## src/rtl/mux_scan_ctrl_if.sv

```systemverilog
// Handshake bundle between the scan controller and its requester/mux side.
// slave = controller, master = requester plus the mux output feeding mux_in.
interface mux_scan_ctrl_if;
  logic       start;
  logic       mux_in;
  logic [1:0] sel;
  logic       busy;
  logic [2:0] data;
  logic       valid;

  modport master (
    output start,
    output mux_in,
    input  sel,
    input  busy,
    input  data,
    input  valid
  );

  modport slave (
    input  start,
    input  mux_in,
    output sel,
    output busy,
    output data,
    output valid
  );
endinterface

```

## src/rtl/mux_scan_ctrl.sv

```systemverilog
// Scans the 3-input mux channel by channel with a programmable dwell and reports one parallel word.
// Optional macro MUX_SCAN_CONT_EN: restart a scan at completion when start is high (no idle gap).
module mux_scan_ctrl #(
  parameter int DWELL = 4
) (
  input logic           clk,
  input logic           rst_n,
  mux_scan_ctrl_if.slave bus
);

  localparam int              CW       = ($clog2(DWELL) < 1) ? 1 : $clog2(DWELL);
  localparam logic [CW-1:0]   CNT_LAST = CW'(DWELL - 1);

  typedef enum logic {
    IDLE = 1'b0,
    SCAN = 1'b1
  } state_t;

  state_t        state;
  logic [1:0]    ch;
  logic [CW-1:0] cnt;
  logic [2:0]    shadow;
  logic [1:0]    sel_r;
  logic          busy_r;
  logic [2:0]    data_r;
  logic          valid_r;

  logic dwell_done;
  logic last_ch;
  logic restart;

  assign dwell_done = (cnt == CNT_LAST);
  assign last_ch    = (ch == 2'd2);

`ifdef MUX_SCAN_CONT_EN
  assign restart = bus.start;
`else
  assign restart = 1'b0;
`endif

  always_ff @(posedge clk or negedge rst_n) begin
    if (!rst_n) begin
      state   <= IDLE;
      ch      <= 2'd0;
      cnt     <= '0;
      shadow  <= 3'b000;
      sel_r   <= 2'd0;
      busy_r  <= 1'b0;
      data_r  <= 3'b000;
      valid_r <= 1'b0;
    end else begin
      valid_r <= 1'b0;
      case (state)
        IDLE: begin
          sel_r <= 2'd0;
          ch    <= 2'd0;
          cnt   <= '0;
          if (bus.start) begin
            state  <= SCAN;
            busy_r <= 1'b1;
          end
        end

        SCAN: begin
          if (!dwell_done) begin
            cnt <= cnt + 1'b1;
          end else begin
            cnt        <= '0;
            shadow[ch] <= bus.mux_in;
            if (!last_ch) begin
              ch    <= ch + 2'd1;
              sel_r <= ch + 2'd1;
            end else begin
              // Channel 2 is taken straight from mux_in so data updates in one atomic write.
              data_r  <= {bus.mux_in, shadow[1], shadow[0]};
              valid_r <= 1'b1;
              ch      <= 2'd0;
              sel_r   <= 2'd0;
              if (!restart) begin
                state  <= IDLE;
                busy_r <= 1'b0;
              end
            end
          end
        end

        default: begin
          state  <= IDLE;
          busy_r <= 1'b0;
          sel_r  <= 2'd0;
        end
      endcase
    end
  end

  assign bus.sel   = sel_r;
  assign bus.busy  = busy_r;
  assign bus.data  = data_r;
  assign bus.valid = valid_r;

endmodule
```

## src/flat_wrapper.sv

```systemverilog
// flat-port wrapper written by rule: the top's interface ports become plain ports
module mux_scan_ctrl_flat 
#(
  parameter int DWELL = 4
)
  (clk, rst_n, bus_start, bus_mux_in, bus_sel, bus_busy, bus_data, bus_valid);
  mux_scan_ctrl_if bus_i ();
  input logic clk;
  input logic rst_n;
  input wire logic [$bits(bus_i.start)-1:0] bus_start;
  input wire logic [$bits(bus_i.mux_in)-1:0] bus_mux_in;
  output wire logic [$bits(bus_i.sel)-1:0] bus_sel;
  output wire logic [$bits(bus_i.busy)-1:0] bus_busy;
  output wire logic [$bits(bus_i.data)-1:0] bus_data;
  output wire logic [$bits(bus_i.valid)-1:0] bus_valid;
  assign bus_i.start = bus_start;
  assign bus_i.mux_in = bus_mux_in;
  assign bus_sel = bus_i.sel;
  assign bus_busy = bus_i.busy;
  assign bus_data = bus_i.data;
  assign bus_valid = bus_i.valid;
  mux_scan_ctrl #(.DWELL(DWELL)) u_core (.clk(clk), .rst_n(rst_n), .bus(bus_i));
endmodule
```

## config.mk

```make
export PLATFORM = sky130hd
export DESIGN_NAME = mux_scan_ctrl_flat
export DESIGN_NICKNAME = d
export VERILOG_FILES = /design/src/rtl/mux_scan_ctrl_if.sv /design/src/rtl/mux_scan_ctrl.sv /design/src/flat_wrapper.sv
export SDC_FILE = /design/constraint.sdc
export NUM_CORES = 1
export LEC_CHECK = 0
export ABC_AREA = 1
export BUFFER_PORTS_ARGS = -buffer_cell sky130_fd_sc_hd__buf_2
export CAP_MARGIN = 15
export CELL_PAD_IN_SITES_DETAIL_PLACEMENT = 0
export CELL_PAD_IN_SITES_GLOBAL_PLACEMENT = 2
export CORE_UTILIZATION = 34
export CTS_BUF_LIST = sky130_fd_sc_hd__clkbuf_4
export CTS_CLUSTER_DIAMETER = 200
export DETAILED_ROUTE_END_ITERATION = 8
export PLACE_DENSITY = 0.85
export REMOVE_ABC_BUFFERS = 1
export SKIP_CTS_REPAIR_TIMING = 1
export SLEW_MARGIN = 20
export SYNTH_ARGS = -nofsm -noshare
export SYNTH_HDL_FRONTEND = slang
export SYNTH_SLANG_ARGS = --single-unit
```

## constraint.sdc

```tcl
create_clock -name clk -period 2.2 [get_ports clk]
set_clock_uncertainty 0.1 [all_clocks]
set_input_delay 0.11 -clock clk [delete_from_list [all_inputs] [get_ports clk]]
set_output_delay 0.11 -clock clk [all_outputs]
set_load 0.05 [all_outputs]
```

-- Yosys cells after proc, flatten, opt, wreduce, memory -nomap -nowiden
Index checks and enable logic that the tools add are counted.
- logic and storage cells: 40
- flip-flop bits (word level): 13
- bitwise gates (word level): 1
- equality and inequality tests: 5
- reduce and logical (&&, ||, !) cells: 4
- $lt $le $gt $ge: 2
- multiplexer cells: 19
- add/sub/neg operators: 2
- operators with widths (kind ; count):
    two-way mux 1 bit ; 10
    one-hot mux 2 bit (2 select lines) ; 2
    two-way mux 2 bit ; 3
    != test 2 bit, second input constant ; 3
    AND reduction 3 bit ; 2
    adder 2 x 1 -> 2 bit, second input constant ; 2
    equality test 2 bit, second input constant ; 2
    one-hot mux 1 bit (2 select lines) ; 2
    bitwise mux 3 bit ; 1
    < comparator 2 x 3 -> 1 bit, second input constant ; 1
    demux 1 bit (select 2 bit) ; 1
    >= comparator 2 x 1 -> 1 bit, second input constant ; 1
    AND reduction 2 bit ; 1
    logical AND 1 bit ; 1
    inverter 1 bit ; 1

-- Depth between registers and ports, before layout
Gate-level depths: netlist of run 1.
- word-level depth: 5
- mapped depth: 6
- gate-level depth less buffers: 6

-- Worst setup path before layout of run 1
Ideal clock, no wire load.
- path kind: flip-flop to flip-flop
- start point: register u_core.ch[1]
- end point: register u_core.data_r[0], in the netlist u_core.bus.data[0]
- setup time: 0.119 ns
- stages on the path, launching flop included: 6
- clock period less this slack: 1.307 ns
- path buffers: 0
- slack: 0.893 ns
- data arrival time: 1.088 ns
- path through: dfrtp_1 inv_2 nor2_4 nand2_2 nand2_1 nand2_1
- cells in the longest elaborated chain, start to end: 2
- RTL lines (what ; line ; text):
    from (decl) ; mux_scan_ctrl.sv:20 ; logic [1:0] ch;
    from (signal assigned) ; mux_scan_ctrl.sv:71 ; ch <= ch + 2'd1;
    equality test 2 bit ; mux_scan_ctrl.sv:33 ; assign last_ch = (ch == 2'd2);
    AND reduction 3 bit (no line) ; -- ;
    to (signal assigned) ; mux_scan_ctrl.sv:75 ; data_r <= {bus.mux_in, shadow[1], shadow[0]};
    to (decl) ; mux_scan_ctrl.sv:25 ; logic [2:0] data_r;
Every way passes these cells.
A chain may end at the register's enable or synchronous reset.

==> flow_metrics.env, run 1 <==
export IMPL_start_util_pct=38.28
export IMPL_ff_latch_area_um2=300.3
export IMPL_nNetsFinal=81
export IMPL_gr_usage_met3_pct=6.522
export IMPL_grtUsageMet2_pct=19.53
export IMPL_dr_pass1_iters=4
export IMPL_routed_wl_um=928
export IMPL_track_usage_pct=14.59
export IMPL_crit_arrival_ns=1.01
export IMPL_status="complete, no violations"
export IMPL_maxCapViolCount=0
export IMPL_viasPerCell=4.404
export IMPL_worstHoldPathType="in -> reg"
export IMPL_stdcell_area_um2=638.1
export IMPL_grt_busiest_layer="met2"
export IMPL_drc=0
export IMPL_cp_data_required_time_ns=1.99
export IMPL_die_h_um=41.22
export IMPL_cp_max_fo=4
export IMPL_die_w_um=41.22
export IMPL_finalPower_mw=1.005
export IMPL_ioPinCount=11
export IMPL_grt_pass1_vias=348
export IMPL_cts_buffer_depth=2
export IMPL_finalCritPeriodShare_pct=55.49
export IMPL_overflow=0
export IMPL_hold_worst_slack_ns=0.0007012
export IMPL_core_area_um2=1366
export IMPL_clock_sinks=12
export IMPL_endpoint_kind="output pin"
export IMPL_portBuffers=10
export IMPL_cts_buffers=3
export IMPL_diodes=0
export IMPL_ant_nets=0
export IMPL_dpl_hpwl_um=687
export IMPL_fp_row_count=13
export IMPL_period_needed_ns=1.221
export IMPL_synth_area_per_cell_um2=9.017
export IMPL_place_congestion=0.7004
export IMPL_p_leak_nw=0.3558
export IMPL_powerDensity_nw_per_um2=1575
export IMPL_grt_max_degree=13
export IMPL_rsz0062_at_grt="no"
export IMPL_die_area_um2=1699
export IMPL_ctsHtreeMaxLevel=1
export IMPL_crit_slowest_cell="dfrtp_1"
export IMPL_multi_input_comb_area_um2=187.7
export IMPL_tns_ns=0
export IMPL_synthCells=58
export IMPL_vdd_drop_max_uv=571.3
export IMPL_worst_path_largest_cell_delay_ns=0.44
export IMPL_crit_type="reg -> out"
export IMPL_yosysSeqAreaShare_pct=57.42
export IMPL_vias=392
export IMPL_wl_per_cell_um=10.43
export IMPL_yosys_warnings=0
export IMPL_max_clock_freq_mhz=819.2
export IMPL_postPlaceCellArea_um2=591.8
export IMPL_syn_area_um2=523.0
export IMPL_clk_insertion_delay_late_ns=0.27
export IMPL_clk_pin_slew_ns=0.08
export IMPL_hold_viol=0
export IMPL_drv_slew=0
export IMPL_cts_root_buffer="clkbuf_4"
export IMPL_fillers=148
export IMPL_grt_pass1_wl_um=1469
export IMPL_crit_buf_inv=1
export IMPL_layout_drive_gt1_share_pct=31.08
export IMPL_grt_use_met1_pct=17.49
export IMPL_drtIter0Drc=2
export IMPL_antenna_found_initial=0
export IMPL_worstMarginPinSlew_ns=0.2741
export IMPL_relSlewSlack_pct=81.73
export IMPL_ys_types=13
export IMPL_crit_family="flip-flops"
export IMPL_cp_start_kind="flip-flop"
export IMPL_path_cells="buf_2"
export IMPL_areaGrowthSynthToFinish_pct=22.01
export IMPL_r2r_setup_slack_ns=1.05
export IMPL_ys_seq_elements=12
export IMPL_setup_violations_final=0
export IMPL_cts_tree="done"
synthesized netlist by cell type (all sizes together):
library cell | count | share of area [%]
a21oi | 1 | 0.96
clkinv | 1 | 1.7
dfrtp | 12 | 57
ha | 2 | 4.8
inv | 7 | 5.0
nand2 | 20 | 15
nand3 | 5 | 4.8
nor2 | 8 | 8.1
o21ai | 2 | 1.9
final cells by class:
type,instances,share of cell area [%]
repair buffers,12,10.98
clock inverters,1,0.5882
multi-input cells,38,29.41
clock buffers,3,3.529
well taps,15,2.941
flip-flops and latches,12,47.06
inverters,8,5.490
sequential cells by signal, indices dropped and copies added, names as in the netlist:
name              count
u_core.shadow         2
u_core.cnt            2
u_core.ch             2
u_core.bus.valid      1
u_core.bus.data       3
u_core.bus.busy       1
u_core.state          1
path summary, 6_finish.rpt:
path	end	startpoint	cells after the start
min	u_core.shadow[0]	bus_mux_in	3
max reg2reg	u_core.state	u_core.cnt[0]	6
max in group asynchronous	u_core.bus.valid	rst_n	2
min reg2reg	u_core.bus.data[0]	u_core.bus.data[0]	2
min in group asynchronous	u_core.cnt[0]	rst_n	2
max	bus_sel[0]	u_core.ch[0]	1
power by group:
group / internal, mW / switching (mW) / total (mW)
registers: 0.313 / 0.0713 / 0.385
clock network: 0.0656 / 0.0744 / 0.140
logic: 0.128 / 0.352 / 0.480
cells by family (layout without fill, tap and decap cells):
family,after synthesis,count (layout),share of synthesized area [%]
AO/OA/AOI/OAI,3,3,2.870
flip-flops,12,12,57.42
AND/OR/NAND/NOR,33,33,28.23
buffers and inverters,8,24,6.698
adder cells (fa/ha/maj),2,2,4.784
cell usage in the layout (no fill, tap or decap):
cell type	n
clkinv_4	1
nand2_1	18
clkinv_1	1
buf_2	10
nand3_1	5
nor2_1	5
o21ai_1	2
clkbuf_4	3
inv_2	4
nor2_4	1
dlygate4sd3_1	2
nand2_2	2
a21oi_1	1
dfrtp_1	12
nor2_2	2
ha_1	2
inv_1	3
worst register-to-register path, delay by kind of cell (launching register included):
family	cells	cell delay [ns]
and+or+nand+nor	3	0.24
DFF	1	0.41
adders and majority gates	1	0.22
buffers and inverters	2	0.13
stage by stage:
| step | utilization (%) | cells | worst slack [ns] |
|---|---|---|---|
| after floorplan | - | 58 | 0.8930 |
| after global placement | 43.32 | 83 | 1.086 |
| after detailed placement | 43.32 | 83 | 1.061 |
| after CTS | 45.24 | 87 | 0.9569 |
| final | 46.70 | 89 | 0.9792 |
| after global routing | 46.70 | 89 | 0.9398 |
per-layer routing:
metal / part of all wire (%) / routed length [um]
met1: 52 / 479
met2: 41 / 385
met3: 5.1 / 47
met4: 1.5 / 14
met5: 0 / 0
No activity file was read; power rests on OpenSTA's default activity.
==> run 2: changes to the inputs <==
--- a/config.mk
+++ b/config.mk
@@ -5,16 +5,16 @@
 export SDC_FILE = /design/constraint.sdc
 export NUM_CORES = 1
 export LEC_CHECK = 0
-export ABC_AREA = 1
+export ABC_AREA = 0
 export BUFFER_PORTS_ARGS = -buffer_cell sky130_fd_sc_hd__buf_2
 export CAP_MARGIN = 15
 export CELL_PAD_IN_SITES_DETAIL_PLACEMENT = 0
 export CELL_PAD_IN_SITES_GLOBAL_PLACEMENT = 2
-export CORE_UTILIZATION = 34
+export CORE_UTILIZATION = 33
 export CTS_BUF_LIST = sky130_fd_sc_hd__clkbuf_4
 export CTS_CLUSTER_DIAMETER = 200
 export DETAILED_ROUTE_END_ITERATION = 8
-export PLACE_DENSITY = 0.85
+export PLACE_DENSITY = 0.78
 export REMOVE_ABC_BUFFERS = 1
 export SKIP_CTS_REPAIR_TIMING = 1
 export SLEW_MARGIN = 20
==> constraint.sdc (replaced) <==
create_clock -name clk -period 1.11 [get_ports clk]
set_clock_uncertainty 0.1 [all_clocks]
set_input_delay 0.0555 -clock clk [delete_from_list [all_inputs] [get_ports clk]]
set_output_delay 0.0555 -clock clk [all_outputs]
set_load 0.05 [all_outputs]
==> flow_metrics.env, run 2 <==
export IMPL_vias=374
export IMPL_dr_pass1_iters=2
export IMPL_drc=0
export IMPL_preCtsSetupSlack_ns=-0.2548
export IMPL_routed_wl_um=1033
export IMPL_crit_buf_inv=0
export IMPL_synth_common_cells="dfrtp_1, mux2_2"
export IMPL_worstMarginPinSlew_ns=0.2810
export IMPL_max_clock_freq_mhz=758.9
export IMPL_final_core_util_pct=56.04
export IMPL_yosysSeqAreaShare_pct=58.82
export IMPL_finalPower_mw=2.319
export IMPL_synth_area_per_cell_um2=14.18
export IMPL_ioPinCount=11
export IMPL_largest_reg_flops=3
export IMPL_fillers=126
export IMPL_hold_viol=0
export IMPL_r2r_setup_slack_ns=-0.21
export IMPL_drv_slew=0
export IMPL_vdd_drop_max_uv=1186
export IMPL_die_w_um=41.33
export IMPL_start_util_pct=37.36
export IMPL_hold_worst_slack_ns=0.08275
export IMPL_ys_seq_elements=12
export IMPL_grt_max_degree=13
export IMPL_synthCells=36
export IMPL_clock_sinks=12
export IMPL_nNetsFinal=70
export IMPL_cp_start_kind="flip-flop"
export IMPL_clk_pin_slew_ns=0.07
export IMPL_syn_area_um2=510.5
export IMPL_ff_latch_area_um2=301.5
export IMPL_die_area_um2=1708
export IMPL_stdcell_area_um2=765.7
export IMPL_wl_met1_um=437
export IMPL_postSynth_asyncResetShare_pct=100.0
export IMPL_cts_tree="done"
export IMPL_rsz0062_at_grt="yes"
export IMPL_grt_pass1_vias=359
export IMPL_top_layer_used="met4"
export IMPL_endpoint_kind="flip-flop"
export IMPL_synth_most_common_cell="dfrtp_1"
export IMPL_ys_flop_type="dfrtp_1"
export IMPL_fp_row_count=13
export IMPL_worstHoldPathType="in -> async"
export IMPL_overflow=0
export IMPL_antenna_found_initial=0
export IMPL_synthTopCellsByArea="dfrtp_1, mux2_2, ha_1, nand4b_1, mux2_4"
export IMPL_setup_slack_ns=-0.2077
export IMPL_synth_top_area_cell="dfrtp_1"
export IMPL_core_area_um2=1366
export IMPL_final_common_cell="dfrtp_1"
export IMPL_placedCellCount=69
export IMPL_period_needed_ns=1.318
export IMPL_die_h_um=41.33
export IMPL_cp_data_required_time_ns=1.18
export IMPL_portBuffers=10
export IMPL_cts_buffers=3
export IMPL_clk_insertion_delay_late_ns=0.28
export IMPL_powerDensity_nw_per_um2=3028
export IMPL_dpl_hpwl_um=746
export IMPL_yosys_warnings=0
export IMPL_wl_met2_um=514
export IMPL_worst_path_largest_cell_delay_ns=0.39
export IMPL_multi_input_comb_area_um2=236.5
export IMPL_viasPerCell=4.795
export IMPL_crit_arrival_ns=1.38
export IMPL_crit_slowest_cell="dfrtp_1"
export IMPL_crit_type="reg -> reg"
export IMPL_layout_drive_gt1_share_pct=55.56
export IMPL_postPlaceCellArea_um2=639.4
export IMPL_synth_edff_count=0
export IMPL_cts_root_buffer="clkbuf_4"
export IMPL_worstRegToRegCells=3
export IMPL_layout_common_cells="dfrtp_1, buf_4, buf_2"
export IMPL_diodes=0
export IMPL_track_usage_pct=13.72
export IMPL_relSlewSlack_pct=81.26
export IMPL_drtIter0Drc=2
export IMPL_ys_types=16
export IMPL_routed_wl_met3_um=55
export IMPL_maxCapViolCount=0
export IMPL_stdcell_count=78
export IMPL_cp_max_fo=3
export IMPL_tns_ns=-1.474
export IMPL_synth_top_area_share_pct=58.82
export IMPL_status="finished with violations"
export IMPL_ant_nets=0
export IMPL_areaGrowthSynthToFinish_pct=50.00
export IMPL_ctsHtreeMaxLevel=1
export IMPL_r2r_end="u_core.shadow[0]"
export IMPL_wl_per_cell_um=13.24
export IMPL_path_cells="ha_2, and4bb_1, mux2_4"
export IMPL_setup_violations_final=12
export IMPL_violations="setup timing"
export IMPL_place_congestion=0.7746
export IMPL_finalCritPeriodShare_pct=118.7
export IMPL_r2r_start="u_core.cnt[0]"
export IMPL_cts_buffer_depth=2
export IMPL_p_leak_nw=0.3694
export IMPL_crit_family="flip-flops"
export IMPL_grt_pass1_wl_um=1414
## run 2: cells by family (layout without fill, tap and decap cells)
group / Yosys count / count (layout) / synth area share [%]
AO/OA/AOI/OAI: 4 / 4 / 4.901
AND/OR/NAND/NOR: 11 / 11 / 18.14
flip-flops: 12 / 12 / 58.82
buffers and inverters: 2 / 29 / 1.471
multiplexers: 5 / 5 / 11.76
adder cells (fa/ha/maj): 2 / 2 / 4.901
## run 2: cell type report
| class | instances | area share (%) |
|---|---|---|
| Tap cell | 15 | 2.451 |
| Sequential cell | 12 | 39.38 |
| Timing Repair Buffer | 23 | 22.88 |
| Clock buffer | 3 | 2.941 |
| Inverter | 2 | 0.9804 |
| Clock inverter | 1 | 0.4902 |
| Multi-Input combinational cell | 22 | 30.88 |
## run 2: worst max path at each step
| stage | from | to | slack (ns) | depth (start not counted) |
|---|---|---|---|---|
| final | u_core.cnt[0] | u_core.shadow[0] | -0.21 | 3 |
| after global placement | u_core.cnt[0] | u_core.bus.data[1] | -0.21 | 3 |
| after global routing | u_core.cnt[0] | u_core.ch[0] | -0.25 | 4 |
| after detailed placement | u_core.cnt[0] | u_core.ch[0] | -0.25 | 4 |
| after floorplan | u_core.ch[0] | u_core.bus.data[0] | -0.40 | 2 |
| after CTS | u_core.cnt[0] | u_core.ch[0] | -0.27 | 4 |
## run 2: where the power goes
part	leakage (nW)	switching [mW]	total, mW	internal [mW]
clock network	0.0154	0.145	0.276	0.130
registers	0.143	0.111	0.742	0.631
logic	0.211	0.702	1.30	0.599
## run 2: routing by layer
layer  vias up  GRT usage, %
met5         -             0
met1       175         14.14
met3         5         6.383
li1        185             -
met4         0         7.258
met2         9         23.05
## run 2: worst register-to-register path, stage by stage, from the launching register on
cell and delay [ns]:
dfrtp_1 0.39, ha_2 0.22, and4bb_1 0.22, mux2_4 0.29
==> run 3: changes to the inputs <==
--- a/config.mk
+++ b/config.mk
@@ -10,11 +10,11 @@
 export CAP_MARGIN = 15
 export CELL_PAD_IN_SITES_DETAIL_PLACEMENT = 0
 export CELL_PAD_IN_SITES_GLOBAL_PLACEMENT = 2
-export CORE_UTILIZATION = 33
+export CORE_UTILIZATION = 39
 export CTS_BUF_LIST = sky130_fd_sc_hd__clkbuf_4
 export CTS_CLUSTER_DIAMETER = 200
 export DETAILED_ROUTE_END_ITERATION = 8
-export PLACE_DENSITY = 0.78
+export PLACE_DENSITY = 0.86
 export REMOVE_ABC_BUFFERS = 1
 export SKIP_CTS_REPAIR_TIMING = 1
 export SLEW_MARGIN = 20
==> constraint.sdc (replaced) <==
create_clock -name clk -period 1.6 [get_ports clk]
set_clock_uncertainty 0.1 [all_clocks]
set_input_delay 0.08 -clock clk [delete_from_list [all_inputs] [get_ports clk]]
set_output_delay 0.08 -clock clk [all_outputs]
set_load 0.05 [all_outputs]
==> flow_metrics.env, run 3 (same netlist as run 2, synthesis figures left out) <==
export IMPL_clk_insertion_delay_late_ns=0.27
export IMPL_clk_pin_slew_ns=0.07
export IMPL_diodes=0
export IMPL_cts_tree="done"
export IMPL_period_needed_ns=1.366
export IMPL_core_area_um2=1156
export IMPL_largest_reg_flops=3
export IMPL_status="complete, no violations"
export IMPL_cts_buffer_depth=2
export IMPL_vdd_drop_max_uv=909.8
export IMPL_tns_ns=0
export IMPL_areaGrowthSynthToFinish_pct=24.26
export IMPL_layout_drive_gt1_share_pct=35.85
export IMPL_relSlewSlack_pct=82.47
export IMPL_final_common_cell="dfrtp_1"
export IMPL_cp_start_kind="flip-flop"
export IMPL_drtIter0Drc=4
export IMPL_portBuffers=10
export IMPL_wl_per_cell_um=12.19
export IMPL_cts_buffers=3
export IMPL_antenna_found_initial=0
export IMPL_grt_max_degree=13
export IMPL_p_leak_nw=0.3171
export IMPL_max_clock_freq_mhz=732.0
export IMPL_fp_row_count=12
export IMPL_die_w_um=38.18
export IMPL_hold_viol=0
export IMPL_finalPower_mw=1.341
export IMPL_worstRegToRegCells=3
export IMPL_cts_root_buffer="clkbuf_4"
export IMPL_drv_slew=0
export IMPL_vias=338
export IMPL_stdcell_area_um2=634.4
export IMPL_clock_sinks=12
export IMPL_track_usage_pct=14.55
export IMPL_finalCritPeriodShare_pct=85.38
export IMPL_worstHoldPathType="in -> async"
export IMPL_postPlaceCellArea_um2=578.1
export IMPL_drc=0
export IMPL_viasPerCell=5.045
export IMPL_dr_pass1_iters=4
export IMPL_maxCapViolCount=0
export IMPL_ant_nets=0
export IMPL_layout_common_cells="dfrtp_1, buf_2, mux2_2"
export IMPL_dpl_hpwl_um=606
export IMPL_ctsHtreeMaxLevel=1
export IMPL_powerDensity_nw_per_um2=2114
export IMPL_crit_type="reg -> reg"
export IMPL_rsz0062_at_grt="no"
export IMPL_routed_wl_um=817
export IMPL_grt_pass1_vias=329
export IMPL_cp_data_required_time_ns=1.66
export IMPL_place_congestion=0.6950
export IMPL_grt_pass1_wl_um=1373
export IMPL_nNetsFinal=60
export IMPL_cp_max_fo=3
export IMPL_crit_arrival_ns=1.43
export IMPL_ioPinCount=11
export IMPL_start_util_pct=44.16
export IMPL_die_area_um2=1458
export IMPL_die_h_um=38.18
export IMPL_endpoint_kind="flip-flop"
export IMPL_setup_violations_final=0
export IMPL_worstMarginPinSlew_ns=0.2630
export IMPL_overflow=0
run 3: cell types whose count changed in the layout (fill, tap and decap cells not counted), moves of 2 or more:
cell	delta
a21oi_2	-2
buf_2	+2
a21oi_1	+2
ha_1	+2
buf_6	-2
buf_4	-9
run 3: final timing paths:
kind	slack, ns	end	startpoint
min in group clk	0.36	u_core.cnt[0]	u_core.cnt[0]
worst min register to register	0.36	u_core.cnt[0]	u_core.cnt[0]
max in group asynchronous	1.09	u_core.cnt[0]	rst_n
worst max-delay path	0.23	u_core.shadow[0]	u_core.cnt[0]
worst max register to register	0.23	u_core.shadow[0]	u_core.cnt[0]
worst min-delay path	0.10	u_core.state	rst_n
run 3: metrics by stage:
stage | cells | util [%] | setup slack [ns] | hold slack (ns)
detailed placement | 60 | 50.00 | 0.2463 | -0.1286
CTS | 64 | 52.27 | 0.2361 | -0.4289
global route | 67 | 54.87 | 0.1748 | 0.1348
finish | 67 | 54.87 | 0.2339 | 0.1028
floorplan | 36 | - | 0.08851 | -0.3156
global placement | 60 | 50.00 | 0.2509 | -0.1423
run 3: routing by layer:
| layer | track usage, % | wire length [um] |
|---|---|---|
| met5 | 0 | 0 |
| met4 | 10.71 | 17 |
| met3 | 3.488 | 40 |
| met2 | 19.92 | 341 |
| met1 | 19.70 | 419 |
run 3: area by class of cell:
class	instances	area [um2]
clock buffer	3	22.52
clock inverter	1	3.754
fill	101	521.8
inverter	2	7.507
multi-input combinational	22	202.7
sequential	12	300.3
tap	14	17.52
timing repair buffer	13	80.08
run 3: critical path, stage by stage (launching register included):
cell and delay, ns:
dfrtp_1 0.40, ha_1 0.24, and4bb_1 0.23, mux2_4 0.29
run 3: power breakdown:
part,internal (mW),switching [mW],total (mW)
logic,0.230,0.385,0.615
registers,0.436,0.102,0.537
clock network,0.0903,0.0987,0.189
total,0.756,0.585,1.34
